### src/rtl/psram_pkg.sv
// Shared types and constants for the QSPI PSRAM controller.
package psram_pkg;

  localparam int ADDR_W = 24;
  localparam int DATA_W = 32;

  localparam logic [7:0] PSRAM_CMD_QWRITE = 8'h38;
  localparam logic [7:0] PSRAM_CMD_QREAD  = 8'hEB;

  typedef enum logic [2:0] {
    IDLE,
    CMD,
    ADDR,
    WDATA,
    DUMMY,
    RDATA,
    RESP,
    GAP
  } state_e;

  typedef enum logic [2:0] {
    SH_HOLD,
    SH_LOAD,
    SH_BIT,
    SH_NIB_OUT,
    SH_NIB_IN
  } sh_op_e;

  function automatic logic [2:0] norm_bytes(input logic [2:0] b);
    return (b == 3'd0 || b > 3'd4) ? 3'd4 : b;
  endfunction

  function automatic logic [31:0] bswap(input logic [31:0] w);
    return {w[7:0], w[15:8], w[23:16], w[31:24]};
  endfunction

endpackage

### src/rtl/psram_ctrl_if.sv
// Request/response bundle between the bus bridge and the PSRAM controller.
interface psram_ctrl_if;
  import psram_pkg::*;

  logic              req_valid;
  logic              req_ready;
  logic              req_write;
  logic [ADDR_W-1:0] req_addr;
  logic [2:0]        req_bytes;
  logic [DATA_W-1:0] req_wdata;
  logic              resp_valid;
  logic              resp_ready;
  logic [DATA_W-1:0] resp_rdata;
  logic              resp_err;

  modport master (
    output req_valid, req_write, req_addr,
    output req_bytes, req_wdata, resp_ready,
    input  req_ready, resp_valid,
    input  resp_rdata, resp_err
  );

  modport slave (
    input  req_valid, req_write, req_addr,
    input  req_bytes, req_wdata, resp_ready,
    output req_ready, resp_valid,
    output resp_rdata, resp_err
  );
endinterface

### src/rtl/psram_ctrl_shifter.sv
// 32-bit bit/nibble shift register plus the per-state sck cycle counter.
module psram_ctrl_shifter
  import psram_pkg::*;
(
  input  logic        clock,
  input  logic        reset,
  input  sh_op_e      op,
  input  logic [31:0] load_val,
  input  logic [3:0]  din,
  input  logic        tick,
  input  logic        clr,
  output logic [31:0] sr,
  output logic [3:0]  cnt
);

  logic [31:0] sr_q, sr_d;
  logic [3:0]  cnt_q, cnt_d;

  always_comb begin
    sr_d = sr_q;
    case (op)
      SH_LOAD:    sr_d = load_val;
      SH_BIT:     sr_d = {sr_q[30:0], 1'b0};
      SH_NIB_OUT: sr_d = {sr_q[27:0], 4'h0};
      SH_NIB_IN:  sr_d = {sr_q[27:0], din};
      default:    sr_d = sr_q;
    endcase
    cnt_d = cnt_q;
    if (op == SH_LOAD || clr) begin
      cnt_d = '0;
    end else if (tick) begin
      cnt_d = cnt_q + 4'd1;
    end
  end

  always_ff @(posedge clock or posedge reset) begin
    if (reset) begin
      sr_q  <= '0;
      cnt_q <= '0;
    end else begin
      sr_q  <= sr_d;
      cnt_q <= cnt_d;
    end
  end

  assign sr  = sr_q;
  assign cnt = cnt_q;

endmodule

### src/rtl/psram_ctrl.sv
// QSPI PSRAM master: 0x38 quad write / 0xEB quad read, 1-4 bytes per request.
// Define PSRAM_CTRL_BOUND_CHECK_EN to reject requests crossing the 16 MB top.
module psram_ctrl
  import psram_pkg::*;
#(
  parameter int DUMMY_CYCLES  = 6,
  parameter int CE_GAP_CYCLES = 2
) (
  input  logic        clock,
  input  logic        reset,
  psram_ctrl_if.slave bus,
  output logic        sck,
  output logic        ce_n,
  output logic [3:0]  dio_out,
  output logic [3:0]  dio_oe,
  input  logic [3:0]  dio_in
);

  state_e      state_q, state_d;
  logic        phase_q, phase_d;
  logic        wr_q, wr_d;
  logic [2:0]  n_q, n_d;
  logic [31:0] wdata_q, wdata_d;

  sh_op_e      sh_op;
  logic [31:0] sh_load;
  logic [31:0] sr;
  logic [3:0]  cnt;
  logic        tick;
  logic        clr;

  logic        accept;
  logic        on_bus;
  logic        oob;
  logic        err;
  logic [2:0]  req_n;
  logic [3:0]  last_nib;
  logic [5:0]  shamt;

  assign req_n    = norm_bytes(bus.req_bytes);
  assign accept   = state_q == IDLE && bus.req_valid && !reset;
  assign on_bus   = state_q inside {CMD, ADDR, WDATA, DUMMY, RDATA};
  assign last_nib = {n_q, 1'b0} - 4'd1;
  // Short reads land in the low bytes; align byte 0 to the top first.
  assign shamt    = {3'd4 - n_q, 3'b000};

`ifdef PSRAM_CTRL_BOUND_CHECK_EN
  logic err_q, err_d;

  assign oob = ({1'b0, bus.req_addr} + 25'(req_n)) > 25'h100_0000;

  always_comb begin
    err_d = err_q;
    if (accept) err_d = oob;
  end

  always_ff @(posedge clock or posedge reset) begin
    if (reset) err_q <= 1'b0;
    else       err_q <= err_d;
  end

  assign err = err_q;
`else
  assign oob = 1'b0;
  assign err = 1'b0;
`endif

  assign bus.resp_err   = state_q == RESP && err;
  assign bus.resp_rdata =
    (state_q == RESP && !wr_q && !err) ? bswap(sr << shamt) : '0;

  psram_ctrl_shifter u_shifter (
    .clock    (clock),
    .reset    (reset),
    .op       (sh_op),
    .load_val (sh_load),
    .din      (dio_in),
    .tick     (tick),
    .clr      (clr),
    .sr       (sr),
    .cnt      (cnt)
  );

  always_comb begin
    state_d        = state_q;
    phase_d        = (on_bus || state_q == GAP) ? ~phase_q : 1'b0;
    wr_d           = wr_q;
    n_d            = n_q;
    wdata_d        = wdata_q;
    sh_op          = SH_HOLD;
    sh_load        = '0;
    tick           = 1'b0;
    clr            = 1'b0;
    bus.req_ready  = 1'b0;
    bus.resp_valid = 1'b0;
    sck            = on_bus & phase_q;
    ce_n           = ~on_bus;
    dio_out        = '0;
    dio_oe         = '0;
    unique case (state_q)
      IDLE: begin
        bus.req_ready = ~reset;
        if (accept) begin
          wr_d    = bus.req_write;
          n_d     = req_n;
          wdata_d = bus.req_wdata;
          sh_op   = SH_LOAD;
          sh_load = {bus.req_write ? PSRAM_CMD_QWRITE
                                   : PSRAM_CMD_QREAD,
                     bus.req_addr};
          state_d = oob ? RESP : CMD;
        end
      end
      CMD: begin
        dio_oe  = 4'b0001;
        dio_out = {3'b000, sr[31]};
        if (phase_q) begin
          tick  = 1'b1;
          sh_op = SH_BIT;
          if (cnt == 4'd7) begin
            clr     = 1'b1;
            state_d = ADDR;
          end
        end
      end
      ADDR: begin
        dio_oe  = 4'hF;
        dio_out = sr[31:28];
        if (phase_q) begin
          tick  = 1'b1;
          sh_op = SH_NIB_OUT;
          if (cnt == 4'd5) begin
            if (wr_q) begin
              sh_op   = SH_LOAD;
              sh_load = bswap(wdata_q);
              state_d = WDATA;
            end else begin
              clr     = 1'b1;
              state_d = DUMMY;
            end
          end
        end
      end
      WDATA: begin
        dio_oe  = 4'hF;
        dio_out = sr[31:28];
        if (phase_q) begin
          tick  = 1'b1;
          sh_op = SH_NIB_OUT;
          if (cnt == last_nib) begin
            clr     = 1'b1;
            state_d = RESP;
          end
        end
      end
      DUMMY: begin
        if (phase_q) begin
          tick = 1'b1;
          if (cnt == 4'(DUMMY_CYCLES - 1)) begin
            clr     = 1'b1;
            state_d = RDATA;
          end
        end
      end
      RDATA: begin
        if (phase_q) begin
          tick  = 1'b1;
          sh_op = SH_NIB_IN;
          if (cnt == last_nib) begin
            clr     = 1'b1;
            state_d = RESP;
          end
        end
      end
      RESP: begin
        bus.resp_valid = 1'b1;
        if (bus.resp_ready) begin
          clr     = 1'b1;
          state_d = GAP;
        end
      end
      GAP: begin
        if (phase_q) begin
          tick = 1'b1;
          if (cnt == 4'(CE_GAP_CYCLES - 1)) begin
            clr     = 1'b1;
            state_d = IDLE;
          end
        end
      end
      default: state_d = IDLE;
    endcase
  end

  always_ff @(posedge clock or posedge reset) begin
    if (reset) begin
      state_q <= IDLE;
      phase_q <= 1'b0;
      wr_q    <= 1'b0;
      n_q     <= 3'd4;
      wdata_q <= '0;
    end else begin
      state_q <= state_d;
      phase_q <= phase_d;
      wr_q    <= wr_d;
      n_q     <= n_d;
      wdata_q <= wdata_d;
    end
  end

endmodule

### src/flat_wrapper.sv
// flat-port wrapper written by rule: the top's interface ports become plain ports
module psram_ctrl_flat import psram_pkg::*;
#(
  parameter int DUMMY_CYCLES  = 6,
  parameter int CE_GAP_CYCLES = 2
)
  (clock, reset, sck, ce_n, dio_out, dio_oe, dio_in, bus_req_valid, bus_req_write, bus_req_addr, bus_req_bytes, bus_req_wdata, bus_resp_ready, bus_req_ready, bus_resp_valid, bus_resp_rdata, bus_resp_err);
  psram_ctrl_if bus_i ();
  input  logic clock;
  input  logic reset;
  output logic sck;
  output logic ce_n;
  output logic [3:0] dio_out;
  output logic [3:0] dio_oe;
  input  logic [3:0] dio_in;
  input wire logic [$bits(bus_i.req_valid)-1:0] bus_req_valid;
  input wire logic [$bits(bus_i.req_write)-1:0] bus_req_write;
  input wire logic [$bits(bus_i.req_addr)-1:0] bus_req_addr;
  input wire logic [$bits(bus_i.req_bytes)-1:0] bus_req_bytes;
  input wire logic [$bits(bus_i.req_wdata)-1:0] bus_req_wdata;
  input wire logic [$bits(bus_i.resp_ready)-1:0] bus_resp_ready;
  output wire logic [$bits(bus_i.req_ready)-1:0] bus_req_ready;
  output wire logic [$bits(bus_i.resp_valid)-1:0] bus_resp_valid;
  output wire logic [$bits(bus_i.resp_rdata)-1:0] bus_resp_rdata;
  output wire logic [$bits(bus_i.resp_err)-1:0] bus_resp_err;
  assign bus_i.req_valid = bus_req_valid;
  assign bus_i.req_write = bus_req_write;
  assign bus_i.req_addr = bus_req_addr;
  assign bus_i.req_bytes = bus_req_bytes;
  assign bus_i.req_wdata = bus_req_wdata;
  assign bus_i.resp_ready = bus_resp_ready;
  assign bus_req_ready = bus_i.req_ready;
  assign bus_resp_valid = bus_i.resp_valid;
  assign bus_resp_rdata = bus_i.resp_rdata;
  assign bus_resp_err = bus_i.resp_err;
  psram_ctrl #(.DUMMY_CYCLES(DUMMY_CYCLES), .CE_GAP_CYCLES(CE_GAP_CYCLES)) u_core (.clock(clock), .reset(reset), .bus(bus_i), .sck(sck), .ce_n(ce_n), .dio_out(dio_out), .dio_oe(dio_oe), .dio_in(dio_in));
endmodule
### config.mk
export PLATFORM = sky130hd
export DESIGN_NAME = psram_ctrl_flat
export DESIGN_NICKNAME = d
export VERILOG_FILES = /design/src/rtl/psram_pkg.sv /design/src/rtl/psram_ctrl_if.sv /design/src/rtl/psram_ctrl_shifter.sv /design/src/rtl/psram_ctrl.sv /design/src/flat_wrapper.sv
export SDC_FILE = /design/constraint.sdc
export NUM_CORES = 1
export LEC_CHECK = 0
export CORE_MARGIN = 8
export CORE_UTILIZATION = 50
export CTS_BUF_LIST = sky130_fd_sc_hd__clkbuf_4 sky130_fd_sc_hd__clkbuf_8
export CTS_CLUSTER_DIAMETER = 200
export DETAILED_ROUTE_END_ITERATION = 10
export DONT_BUFFER_PORTS = 1
export HOLD_SLACK_MARGIN = 0.08
export PLACE_DENSITY = 0.71
export REMOVE_ABC_BUFFERS = 1
export SETUP_SLACK_MARGIN = 0.05
export SYNTH_ARGS = -nofsm -noshare
export SYNTH_HDL_FRONTEND = slang
export SYNTH_SLANG_ARGS = --single-unit
export TNS_END_PERCENT = 50
### constraint.sdc
create_clock -name clock -period 2.71 [get_ports clock]
set_input_delay 0.813 -clock clock [delete_from_list [all_inputs] [get_ports clock]]
set_output_delay 0.813 -clock clock [all_outputs]
set_load 0.005 [all_outputs]
==> results.cfg <==
[run_status]
status = finished, violations left
violations = setup timing

[sta]
maxSlewViolCount = 0
hold-worst-slack_ns = 0.4407
fin_crit_ns = 3.012
max_freq_mhz = 332.1
hold_viol = 0
period_share_pct = 111.1
layout_setup_ws_ns = -0.3015
rsz0062_at_grt = yes
worst_slew_pin_slew_ns = 0.6625
maxSlewHeadroom_pct = 55.77
fin_skew_ns = 0.01422
final-setup-viol-count = 32

[yosys]
syn_area_um2 = 4403
synth_cell_types = 52
syn_area_per_cell_um2 = 8.403
yosysWarningCount = 0
synth_top_area_share_pct = 42.63
synth_edf_count = 0
synthFlopType = dfrtp_1
ys_ff_latch = 76
async_flop_share_pct = 100.0
ys_seq_area_share_pct = 43.22
synthTopCellsByArea = dfrtp_1 43%, nand2_1 12%, nor2_1 6.0%
yosysTopAreaCell = dfrtp_1
synth_cells = 524

[clock_tree]
cts_tree = yes
cts_inserted_buffers = 9
h-tree-depth = 3
insertion_delay_ns = 0.35
hold_buffers = 0
clockRootBuffer = clkbuf_8
cts.sinks = 76
clk_path_buf_depth = 2
clkTransAtPathRegs_ns = 0.07

[power_and_ir_drop]
p_sw_mw = 2.940
irDropWorstVdd_mv = 0.5410
switching_share_pct = 44.86
internal_power_mw = 3.614
p_comb_share_pct = 49.9
power_frac_clock_pct = 14.7
pwr-share-seq_pct = 35.3
power_density_nw_per_um2 = 1294
power.leakage_nw = 2.183

[layout]
fin_nets = 605
diodes = 0
fill_cells = 765
fin_cells = 646
syn_to_final_growth_pct = 15.09
drive_gt1_share_pct = 18.22

[floorplanning]
rows = 34
initial_core_util_pct = 50.99
core_um2 = 8636
fp.dieArea_um2 = 12060
chipWidth_um = 109.8
io_pins = 113
die_h_um = 109.8

[setup_path]
cp.required_ns = 1.90
path_class = reg -> out
critPathLaunchType = register
cp_data_arrival_time_ns = 2.20
reg2reg_slack_ns = 0.36
r2r-start = u_core.state_q[2]
end_kind = output port
rr_endpoint = u_core.u_shifter.sr[31]
r2r_cells = 6
crit_fanout = 7

[detailed_routing]
dr.max_layer_used = met4
routed-wl-met2_mm = 6.274
drcViolationCount = 0
ant_nets = 0
met3_length_mm = 1.420
wl_per_cell_um = 20.55
first_iter_violations = 458
wl_mm = 13.28
dr.pass1.iters = 7
wl_met1_mm = 5.337
vias = 4000
avgViaCountPerCell = 6.192

[global_routing]
grt_pass1_wl_mm = 20.92
antenna_found_initial = 0
grt_pass1_vias = 3934
grt-ovfl-total = 0
grt_max_degree = 59
track_usage_pct = 22.37

[placed_design]
dp.cells = 625
dpl.hpwl_mm = 9.452
gp_routability_congestion = 0.8536
io_buffer_count = 0

[run]
cap_violations = 0

[min_path]
holdCritPathClass = in -> async
## logic make-up (layout without fill, tap and decap cells)
| kind of cell | Yosys count | after routing | synth area share [%] |
|---|---|---|---|
| AO/OA/AOI/OAI | 108 | 108 | 17.99 |
| XOR/XNOR | 8 | 8 | 1.591 |
| adder cells (fa/ha/maj) | 4 | 4 | 1.137 |
| buffers and inverters | 51 | 65 | 5.712 |
| flip-flops | 76 | 76 | 43.22 |
| multiplexers | 19 | 19 | 4.405 |
| other | 1 | 1 | 0.08517 |
| AND/OR/NAND/NOR | 257 | 257 | 25.86 |
## metrics by stage
step	setup TNS (ns)	setup slack [ns]	power [mW]	util (%)	instance area (um^2)
2_1_floorplan	-56.95	-1.046	4.264	-	4178
3_3_place_gp	0	0.06714	5.271	54.07	4669
3_5_place_dp	-0.02561	-0.02099	5.366	54.07	4669
4_1_cts	-6.642	-0.3144	6.440	58.03	5011
5_1_grt	-8.200	-0.3527	7.060	58.68	5067
6_report	-6.469	-0.3015	6.555	58.68	5067
## layer usage
layer | global-route usage (%) | up-vias
li1 | - | 1850
met1 | 29.22 | 1900
met2 | 34.63 | 229
met3 | 6.331 | 21
met4 | 8.100 | 0
met5 | 0 | -
## final cells by class
type	count	area, um^2	area share, %
clock buffer	12	152.6	3.012
clock inverter	4	72.57	1.432
inverter	7	26.28	0.5185
multi-input combinational	397	2392	47.21
sequential	76	1903	37.56
tap	108	135.1	2.667
timing repair buffer	42	385.4	7.605
## sequential cells by signal (all words and copies together), names as in the netlist
register,count
u_core.n_q,3
u_core.phase_q,1
u_core.state_q,3
u_core.u_shifter.cnt,4
u_core.u_shifter.sr,32
u_core.wdata_q,32
u_core.wr_q,1
## power groups by stage
| stage | logic, mW | registers, mW | clock network (mW) |
|---|---|---|---|
| after floorplan | 2.05 | 2.22 | 0 |
| after global placement | 2.99 | 2.28 | 0 |
| after detailed placement | 3.06 | 2.30 | 0 |
| after CTS | 3.17 | 2.29 | 0.981 |
| after global routing | 3.65 | 2.37 | 1.04 |
| final | 3.27 | 2.32 | 0.967 |
## Yosys cell counts, drive strengths merged (4+ instances only)
cell type  count
a222oi        25
a211oi        19
o21ai          6
a22oi          4
nand2        139
clkbuf        19
mux2i         16
a21oi         17
xor2           6
buf           25
and2          11
a31oi         28
dfrtp         75
inv            7
nor2b         10
nor2          71
ha             4
## worst max path at each step
stage	from	end	slack, ns	cells past startpoint
2_1_floorplan	u_core.n_q[0]	bus_resp_rdata[24]	-1.05	7
3_3_place_gp	u_core.n_q[0]	bus_resp_rdata[1]	0.07	7
3_5_place_dp	u_core.n_q[0]	bus_resp_rdata[1]	-0.02	7
4_1_cts	u_core.n_q[0]	bus_resp_rdata[27]	-0.31	8
5_1_grt	u_core.n_q[0]	bus_resp_rdata[30]	-0.35	8
6_report	u_core.n_q[0]	bus_resp_rdata[30]	-0.30	8
## critical path, stage by stage (launching register included)
cell and delay (ns):
dfrtp_1 0.38, inv_2 0.07, ha_4 0.16, xor2_2 0.15, or4_4 0.43, or2_4 0.26, buf_12 0.14, nor2_8 0.11
and2_4 0.16
## repair_timing
item                                    in CTS  in global routing
endpoints found under the setup margin      32                 32
hold endpoints to repair                     0                  0
resized for setup                           17                 17
gates cloned                                 1                  0
setup buffers                                3                  1
pin swaps                                    3                  4
## cells in the final DEF (no fill, tap or decap), types with 3 or more instances in the layout
cell type  Yosys  routed
a211oi_1      19      17
a21oi_1       17      17
a222oi_1      25      25
a22oi_1        4       4
a31oi_1       28      28
and2_1        11       4
and2_4         0       6
buf_12         0       4
buf_4          8      37
clkbuf_8       0      10
dfrtp_1       75      75
ha_1           4       3
inv_1          7       4
inv_2          0       3
mux2i_1       16      15
nand2_1      139     139
nand2b_1       3       3
nor2_1        70      60
nor2_2         0       3
nor2_4         0       7
nor2b_1       10      10
o21ai_0        6       6
or3_1          3       3
xor2_1         6       5
Note: power is estimated with default switching activity, not from simulation.
